$ cat config.mk
export PLATFORM = sky130hd
export DESIGN_NAME = gate_unit_arbiter
export DESIGN_NICKNAME = d
export VERILOG_FILES = /design/src/rtl/gate_arb_pkg.sv /design/src/rtl/rr_arbiter.sv /design/src/rtl/gate_unit_arbiter.sv
export SDC_FILE = /design/constraint.sdc
export NUM_CORES = 1
export LEC_CHECK = 0
export ABC_AREA = 0
export CAP_MARGIN = 25
export CORE_MARGIN = 3
export CORE_UTILIZATION = 45
export CTS_CLUSTER_SIZE = 20
export DETAILED_ROUTE_END_ITERATION = 7
export PLACE_DENSITY = 0.77
export SKIP_CTS_REPAIR_TIMING = 1
export SLEW_MARGIN = 0
export SYNTH_ARGS = -nofsm -noshare
export SYNTH_HDL_FRONTEND = slang
export SYNTH_SLANG_ARGS = --single-unit
$ cat constraint.sdc
create_clock -name clk -period 3.1 [get_ports clk]
set_input_delay 0.775 -clock clk [delete_from_list [all_inputs] [get_ports clk]]
set_output_delay 0.775 -clock clk [all_outputs]
set_load 0.1 [all_outputs]
$ cat src/rtl/gate_arb_pkg.sv
// Shared types for the gate-unit arbiter: opcode and FSM state enums, default requester count.
package gate_arb_pkg;

    localparam int NREQ_DEFAULT = 4;

    typedef enum logic [2:0] {
        OP_AND   = 3'd0,
        OP_OR    = 3'd1,
        OP_NOT_A = 3'd2,
        OP_NAND  = 3'd3,
        OP_NOR   = 3'd4,
        OP_XOR   = 3'd5,
        OP_XNOR  = 3'd6,
        OP_RSVD  = 3'd7
    } gate_op_e;

    typedef enum logic [1:0] {
        ST_IDLE  = 2'd0,
        ST_DRIVE = 2'd1,
        ST_RESP  = 2'd2
    } arb_state_e;

endpackage

$ cat src/rtl/rr_arbiter.sv
// Combinational round-robin pick: search starts one past last_grant_i and wraps modulo NREQ.
module rr_arbiter
    import gate_arb_pkg::*;
#(
    parameter int NREQ = NREQ_DEFAULT,
    parameter int IDW  = $clog2(NREQ)
) (
    input  logic [NREQ-1:0] req_i,
    input  logic [IDW-1:0]  last_grant_i,
    output logic [NREQ-1:0] gnt_o,
    output logic [IDW-1:0]  gnt_idx_o
);

    logic           found;
    logic [IDW-1:0] cand;

    always_comb begin
        gnt_o     = '0;
        gnt_idx_o = '0;
        found     = 1'b0;
        cand      = '0;
        for (int off = 1; off <= NREQ; off++) begin
            cand = IDW'((int'(last_grant_i) + off) % NREQ);
            if (!found && req_i[cand]) begin
                found       = 1'b1;
                gnt_o[cand] = 1'b1;
                gnt_idx_o   = cand;
            end
        end
    end

endmodule

$ cat src/rtl/gate_unit_arbiter.sv
// Round-robin front end for one shared logic_gates unit; one transaction in flight at a time.
// Optional GATE_ARB_ERR_EN adds rsp_err, flagging the reserved opcode.
module gate_unit_arbiter
    import gate_arb_pkg::*;
#(
    parameter int NREQ = NREQ_DEFAULT,
    parameter int IDW  = $clog2(NREQ)
) (
    input  logic              clk,
    input  logic              rst,
    input  logic [NREQ-1:0]   req_valid,
    output logic [NREQ-1:0]   req_ready,
    input  logic [NREQ-1:0]   req_a,
    input  logic [NREQ-1:0]   req_b,
    input  logic [3*NREQ-1:0] req_op,
    output logic              gu_a,
    output logic              gu_b,
    input  logic              gu_and,
    input  logic              gu_or,
    input  logic              gu_not_a,
    input  logic              gu_nand,
    input  logic              gu_nor,
    input  logic              gu_xor,
    input  logic              gu_xnor,
    output logic              rsp_valid,
    input  logic              rsp_ready,
    output logic              rsp_data,
`ifdef GATE_ARB_ERR_EN
    output logic              rsp_err,
`endif
    output logic [IDW-1:0]    rsp_id
);

    function automatic logic gate_select(gate_op_e op, logic [6:0] g);
        logic r;
        case (op)
            OP_AND:   r = g[0];
            OP_OR:    r = g[1];
            OP_NOT_A: r = g[2];
            OP_NAND:  r = g[3];
            OP_NOR:   r = g[4];
            OP_XOR:   r = g[5];
            OP_XNOR:  r = g[6];
            default:  r = 1'b0;
        endcase
        return r;
    endfunction

    arb_state_e     state_q;
    logic [IDW-1:0] last_grant_q;
    gate_op_e       op_q;
    logic [IDW-1:0] id_q;
    logic           gu_a_q, gu_b_q;
    logic           rsp_valid_q, rsp_data_q;
    logic [IDW-1:0] rsp_id_q;
    logic           rsp_data_d;

    logic [NREQ-1:0] gnt;
    logic [IDW-1:0]  gnt_idx;
    logic [2:0]      op_arr [NREQ];

    for (genvar gi = 0; gi < NREQ; gi++) begin : g_op
        assign op_arr[gi] = req_op[3*gi +: 3];
    end

    rr_arbiter #(.NREQ(NREQ), .IDW(IDW)) u_rr (
        .req_i        (req_valid),
        .last_grant_i (last_grant_q),
        .gnt_o        (gnt),
        .gnt_idx_o    (gnt_idx)
    );

    assign req_ready  = (state_q == ST_IDLE) ? gnt : '0;
    assign rsp_data_d = gate_select(op_q, {gu_xnor, gu_xor, gu_nor, gu_nand,
                                           gu_not_a, gu_or, gu_and});

`ifdef GATE_ARB_ERR_EN
    logic rsp_err_q, rsp_err_d;
    assign rsp_err_d = (op_q == OP_RSVD);
    assign rsp_err   = rsp_err_q;
`endif

    always_ff @(posedge clk) begin
        if (rst) begin
            state_q      <= ST_IDLE;
            last_grant_q <= IDW'(NREQ - 1);
            gu_a_q       <= 1'b0;
            gu_b_q       <= 1'b0;
            rsp_valid_q  <= 1'b0;
            rsp_data_q   <= 1'b0;
            rsp_id_q     <= '0;
`ifdef GATE_ARB_ERR_EN
            rsp_err_q    <= 1'b0;
`endif
        end else begin
            case (state_q)
                // Grant: capture the winner's operands onto the shared unit.
                ST_IDLE: begin
                    if (|req_valid) begin
                        gu_a_q       <= req_a[gnt_idx];
                        gu_b_q       <= req_b[gnt_idx];
                        last_grant_q <= gnt_idx;
                        state_q      <= ST_DRIVE;
                    end
                end
                // Shared unit has settled on gu_a/gu_b; register the selected gate.
                ST_DRIVE: begin
                    rsp_data_q  <= rsp_data_d;
                    rsp_id_q    <= id_q;
                    rsp_valid_q <= 1'b1;
`ifdef GATE_ARB_ERR_EN
                    rsp_err_q   <= rsp_err_d;
`endif
                    state_q     <= ST_RESP;
                end
                ST_RESP: begin
                    if (rsp_ready) begin
                        rsp_valid_q <= 1'b0;
                        state_q     <= ST_IDLE;
                    end
                end
                default: state_q <= ST_IDLE;
            endcase
        end
    end

    // Opcode and id are only consumed after a grant, so they need no reset.
    always_ff @(posedge clk) begin
        if (state_q == ST_IDLE && |req_valid) begin
            op_q <= gate_op_e'(op_arr[gnt_idx]);
            id_q <= gnt_idx;
        end
    end

    assign gu_a      = gu_a_q;
    assign gu_b      = gu_b_q;
    assign rsp_valid = rsp_valid_q;
    assign rsp_data  = rsp_data_q;
    assign rsp_id    = rsp_id_q;

endmodule

* Word-level counts from Yosys, hierarchy flattened
Cells that the tools add are included.
** Storage, ports and cells
- Bits in registers :: 15
- Input bits :: 34
- Output and inout port bits :: 10
- Word-level logic and storage cells :: 96
** Operators by class
- Add/subtract/negate cells :: 4
- $lt $le $gt $ge :: 10
- Equality and inequality tests :: 10
- Muxes and demuxes :: 41
- Bitwise logic cells :: 4
- Reductions and logical operators :: 18
** Operators by type and width (number)
- 4-bit two-way mux :: 5
- 2-bit by 3-bit < comparator with 1-bit output, second input constant :: 5
- 1-bit two-way mux :: 14
- 1-bit binary-select mux with 2-bit select :: 6
- 2-bit two-way mux :: 6
- 4-bit bitwise OR :: 3
- 3-bit equality test, second input constant :: 3
- 1-bit demux with 2-bit select :: 4
- 2-bit by 1-bit >= comparator with 1-bit output, second input constant :: 4
- 1-bit logical AND :: 8
- 1-bit one-hot mux with 7 select lines :: 1
- 3-bit binary-select mux with 2-bit select :: 1
- 3-bit by 2-bit equality test with 1-bit output, second input constant :: 2
- 3-bit two-way mux :: 2
- 2-bit one-hot mux with 3 select lines :: 1
- 2-bit AND reduction :: 3
- 2-bit by 1-bit adder with 2-bit output, second input constant :: 2
- 2-bit adder, second input constant :: 2
- 4-bit OR reduction :: 1
- 3-bit by 1-bit equality test with 1-bit output, second input constant :: 1
- 3-bit >= comparator, second input constant :: 1
- 1-bit zero test :: 3
- 3-bit zero test :: 1
- 2-bit NOT with 3-bit output :: 1
- other kinds (7) :: 7

* Logic depth before layout (Yosys ltp)
- Depth in word-level cells :: 17
- Mapped depth :: 11
- Gate-level depth less buffers :: 8

* Modules after synthesis
Synthesis repeated with hierarchy kept, for this count alone.
** Unflattened totals
- Cell total of the unflattened synthesis :: 131
- Area, all modules :: 1283.7 µm²
** By module, submodules not included
- gate_unit_arbiter :: instances 1, cells each 63, area an instance 738.2 µm², seq. area each 350.3 µm²
- rr_arbiter :: instances 1, cells each 68, area an instance 545.5 µm², seq. area each 0.0 µm²

* Least setup slack after synthesis
Ideal clock, no wire load.
- Kind :: input to output
- Start point :: input req_valid[3]
- End point :: output req_ready[0]
- Data arrival time :: 4.063 ns
- Data required time :: 2.325 ns
- Slack :: -1.738 ns
- Stages on the path :: 6
- Buffers on the path :: 1
- Path through :: clkbuf_1 -> mux2_2 -> or3_1 -> a211oi_2 -> a221oi_1 -> nor3_1
** On the way
- Longest elaborated chain between the ends :: 13
- Elaborated cells on any way between the ends :: 25
- Classes of those cells :: mux (16); bitwise (3); reduce/logical (6)
** RTL lines
- start, declared :: line gate_unit_arbiter.sv:11 : input logic [NREQ-1:0] req_valid,
- 1-bit binary-select mux with 2-bit select :: line rr_arbiter.sv:24 : if (!found && req_i[cand]) begin
- 1-bit two-way mux (implied by the code) :: line rr_arbiter.sv:24
- 1-bit two-way mux :: line rr_arbiter.sv:24
- 1-bit zero test :: line rr_arbiter.sv:24
- 1-bit logical AND :: line rr_arbiter.sv:24
- 1-bit two-way mux :: line rr_arbiter.sv:24
- 1-bit zero test :: line rr_arbiter.sv:24
- 1-bit logical AND :: line rr_arbiter.sv:24
- 1-bit two-way mux :: line rr_arbiter.sv:24
- 1-bit zero test :: line rr_arbiter.sv:24
- 1-bit logical AND :: line rr_arbiter.sv:24
- 4-bit two-way mux (*) :: line rr_arbiter.sv:24
- 4-bit two-way mux (*) :: line gate_unit_arbiter.sv:73 : assign req_ready = (state_q == ST_IDLE) ? gnt : '0;
- end, declared :: line gate_unit_arbiter.sv:12 : output logic [NREQ-1:0] req_ready,
Mark *: on every way between the ends. The rest lies on a longest branch, timed or not. The select of a mux whose other input is x is not followed.

* Final worst setup path
- Start point :: input req_valid[3]
- End point :: output req_ready[3]
Same word-level chain as after synthesis.

==> results by group <==
Outcome
  • Outcome: finished, violations left
  • Failing checks: setup timing

Floorplanning
  • Die width: 58.57 µm
  • Die Ht: 58.57 µm
  • Initial core utilization: 48.87%
  • Die ar.: 3430 µm²
  • Boundary pin count: 44
  • Core footprint: 2545 µm²
  • Num rows: 18

Critical path
  • Crit. End Element: output port
  • CP Max Fanout: 5
  • CP startpoint kind: primary input
  • WS Path Type: primary input to output port
  • Reg2Reg Setup Slack: 0.40 ns
  • CP Data Arrival Time: 2.41 ns
  • Req. time, crit path: 2.32 ns

Cells and area
  • ANT cells: 0
  • Final #Nets: 233
  • Most common cell after layout, fill and taps aside: clkdlybuf4s50_1
  • Layout area overhead: 63.18%
  • Most frequent cells in the layout: 29 x clkdlybuf4s50_1, 27 x buf_4, 14 x nor2_1, 14 x mux2i_1, 9 x dfxtp_1
  • Share of cells above drive strength 1: 34.74%

Power and ir drop
  • Clk pwr share: 5.7%
  • Peak supply drop: 979.2 µV
  • Internal power: 0.001029 W
  • Gate power share: 77.1%
  • PwrDens: 994.5 nW/µm²
  • Pleak: 0.8413 nW
  • Sw Ratio: 48.99%
  • Switch Pwr: 0.0009887 W
  • Sequential group share of total power: 17.2%

Global route
  • Vias in the first global route: 1225
  • Largest net degree at the start of global routing: 12
  • Antenna violations before repair: 0
  • First-pass GRT wire length: 5.223 mm
  • Global route total overflow: 0
  • GRT Resource Usage Total: 19.59%

Clock network
  • CTS tree: built
  • Clock buffer count from CTS: 3
  • Clock-pin slew on the worst setup and hold paths: 0.10 ns
  • CTS root buf: clkbuf_4
  • # H-tree levels: 1
  • Clk sinks: 15
  • Clk Latency, worst-skew pair: 0.29 ns
  • CTS max path bufs: 2

Drt
  • Met3 wire length: 185 µm
  • Final ANT Viol Nets: 0
  • DR vias/cell: 5.736
  • WL met1: 1.346 mm
  • Iteration count of the initial detailed-routing pass: 4
  • Routed len/inst: 15.48 µm
  • DR DRC count: 0
  • Iteration-0 DRC Markers: 57
  • WL final: 3.406 mm
  • Via Count: 1262
  • Max Used Layer: met4
  • Met2 WL: 1.798 mm

Yosys
  • Syn_area_per_cell: 9.871 µm²
  • Syn Nets: 168
  • Register area share after synthesis: 28.17%
  • Mapped Cells: 126
  • Yosys warns: 0
  • Unique masters post-synth: 40
  • Synthesized flop and latch total: 15
  • Mapped cell area: 1244 µm²

STA
  • Fin. max-slew vios: 0
  • Hold_ws: 0.5013 ns
  • Final setup violation count: 4
  • Max Clock Skew: 0.009888 ns
  • Period utilization: 102.9%
  • Final worst setup slack: -0.08999 ns
  • Slew @ Worst Pin: 0.5137 ns
  • Minimum clock period: 3.190 ns
  • Achievable Freq: 313.5 MHz
  • Final hold viol count: 0
  • Slew HR: 65.70%
  • RSZ-0062 raised after global routing: true

Place
  • DP Wirelength: 2.693 mm
  • IO buf count: 43
  • Setup WS pre-CTS: -0.5276 ns
  • GP Congestion: 0.8211

Min path
  • Hold Path Class: flop to flop

Job
  • Max-cap violations: 0
==> power groups by stage <==
stage	clock (W)	sequential, W	combinational (W)
after floorplan	0	0.000504	0.000917
after global placement	0	0.000345	0.00146
after global routing	0.000123	0.000358	0.00164
after detailed placement	0	0.000348	0.00149
after CTS	0.000119	0.000345	0.00150
final	0.000115	0.000348	0.00156
==> layer usage <==
layer  global-route usage, %  vias up
met5                       0        -
met4                   7.767        0
met3                   3.070        8
met2                   36.36       47
met1                   22.19      593
li1                        -      614
==> synthesized netlist by cell type, drive strengths merged <==
master / number / area [µm²]
a211oi: 3 / 27.52
a21boi: 1 / 7.510
a21oi: 1 / 5.000
a221oi: 6 / 52.55
a22oi: 4 / 30.03
a2bb2oi: 1 / 8.760
buf: 6 / 50.04
clkbuf: 3 / 11.26
dfxtp: 10 / 200.2
edfxtp: 5 / 150.1
ha: 8 / 100.1
inv: 7 / 26.28
mux2: 2 / 22.52
mux2i: 14 / 140.1
mux4: 4 / 90.09
nand2: 2 / 7.510
nand2b: 1 / 6.260
nand3: 3 / 15.01
nand3b: 2 / 15.01
nand4: 1 / 6.260
nor2: 14 / 52.55
nor2b: 2 / 20.02
nor3: 4 / 20.02
nor3b: 3 / 22.52
nor4: 1 / 21.27
o211a: 2 / 20.02
o211ai: 4 / 30.03
o21a: 1 / 7.510
o21ai: 4 / 20.01
o31a: 1 / 8.760
o32a: 1 / 10.01
o41ai: 3 / 26.28
or2: 1 / 6.260
or3: 1 / 6.260
==> logic make-up (layout without fill, tap and decap cells) <==
| group | count (synthesis) | after routing | share of synthesized area, % |
|---|---|---|---|
| mux | 20 | 20 | 20.32 |
| flops | 15 | 15 | 28.17 |
| buf+inv | 16 | 80 | 7.042 |
| simple gates | 35 | 35 | 16.00 |
| compound gates | 32 | 32 | 20.42 |
| fa+ha+maj | 8 | 8 | 8.049 |
==> cell type report <==
class | count | area (µm²)
multi-input combinational | 95 | 909.6
timing repair buffer | 69 | 674.4
fill | 170 | 515.5
sequential | 15 | 351.6
tap | 30 | 37.54
inverter | 7 | 26.28
clock buffer | 3 | 22.52
clock inverter | 1 | 7.507
==> sequential cells by signal, summed over array words and instances, names as in the netlist <==
name	count
rsp_id	2
last_grant_q	2
gu_a	1
rsp_valid	1
rsp_data	1
gu_b	1
state_q	2
op_q	3
id_q	2
==> worst paths after layout <==
check / start / cells after the start / end
max: req_valid[3] / 9 / req_ready[3]
min: gu_a / 2 / gu_a
max reg2reg: last_grant_q[1] / 10 / gu_b
min reg2reg: gu_a / 2 / gu_a
==> critical path, cell delays in order <==
cell      delay, ns
buf_6          0.10
buf_6          0.11
mux4_2         0.49
nor2b_4        0.17
a22oi_1        0.17
nor2_1         0.08
a221oi_2       0.26
nor3_4         0.07
buf_12         0.19
==> per-stage QoR <==
stage	instance area [µm²]	total power (W)	setup TNS (ns)	cells	utilization (%)
5_1_grt	2029	0.002122	-0.4541	220	79.74
3_5_place_dp	1932	0.001840	-4.147	211	75.91
4_1_cts	1962	0.001959	-2.291	215	77.09
3_3_place_gp	1932	0.001803	-3.220	211	75.91
6_report	2029	0.002018	-0.2917	220	79.74
2_1_floorplan	1341	0.001421	-1.918	126	-
Power figures use the tool's default switching activity.
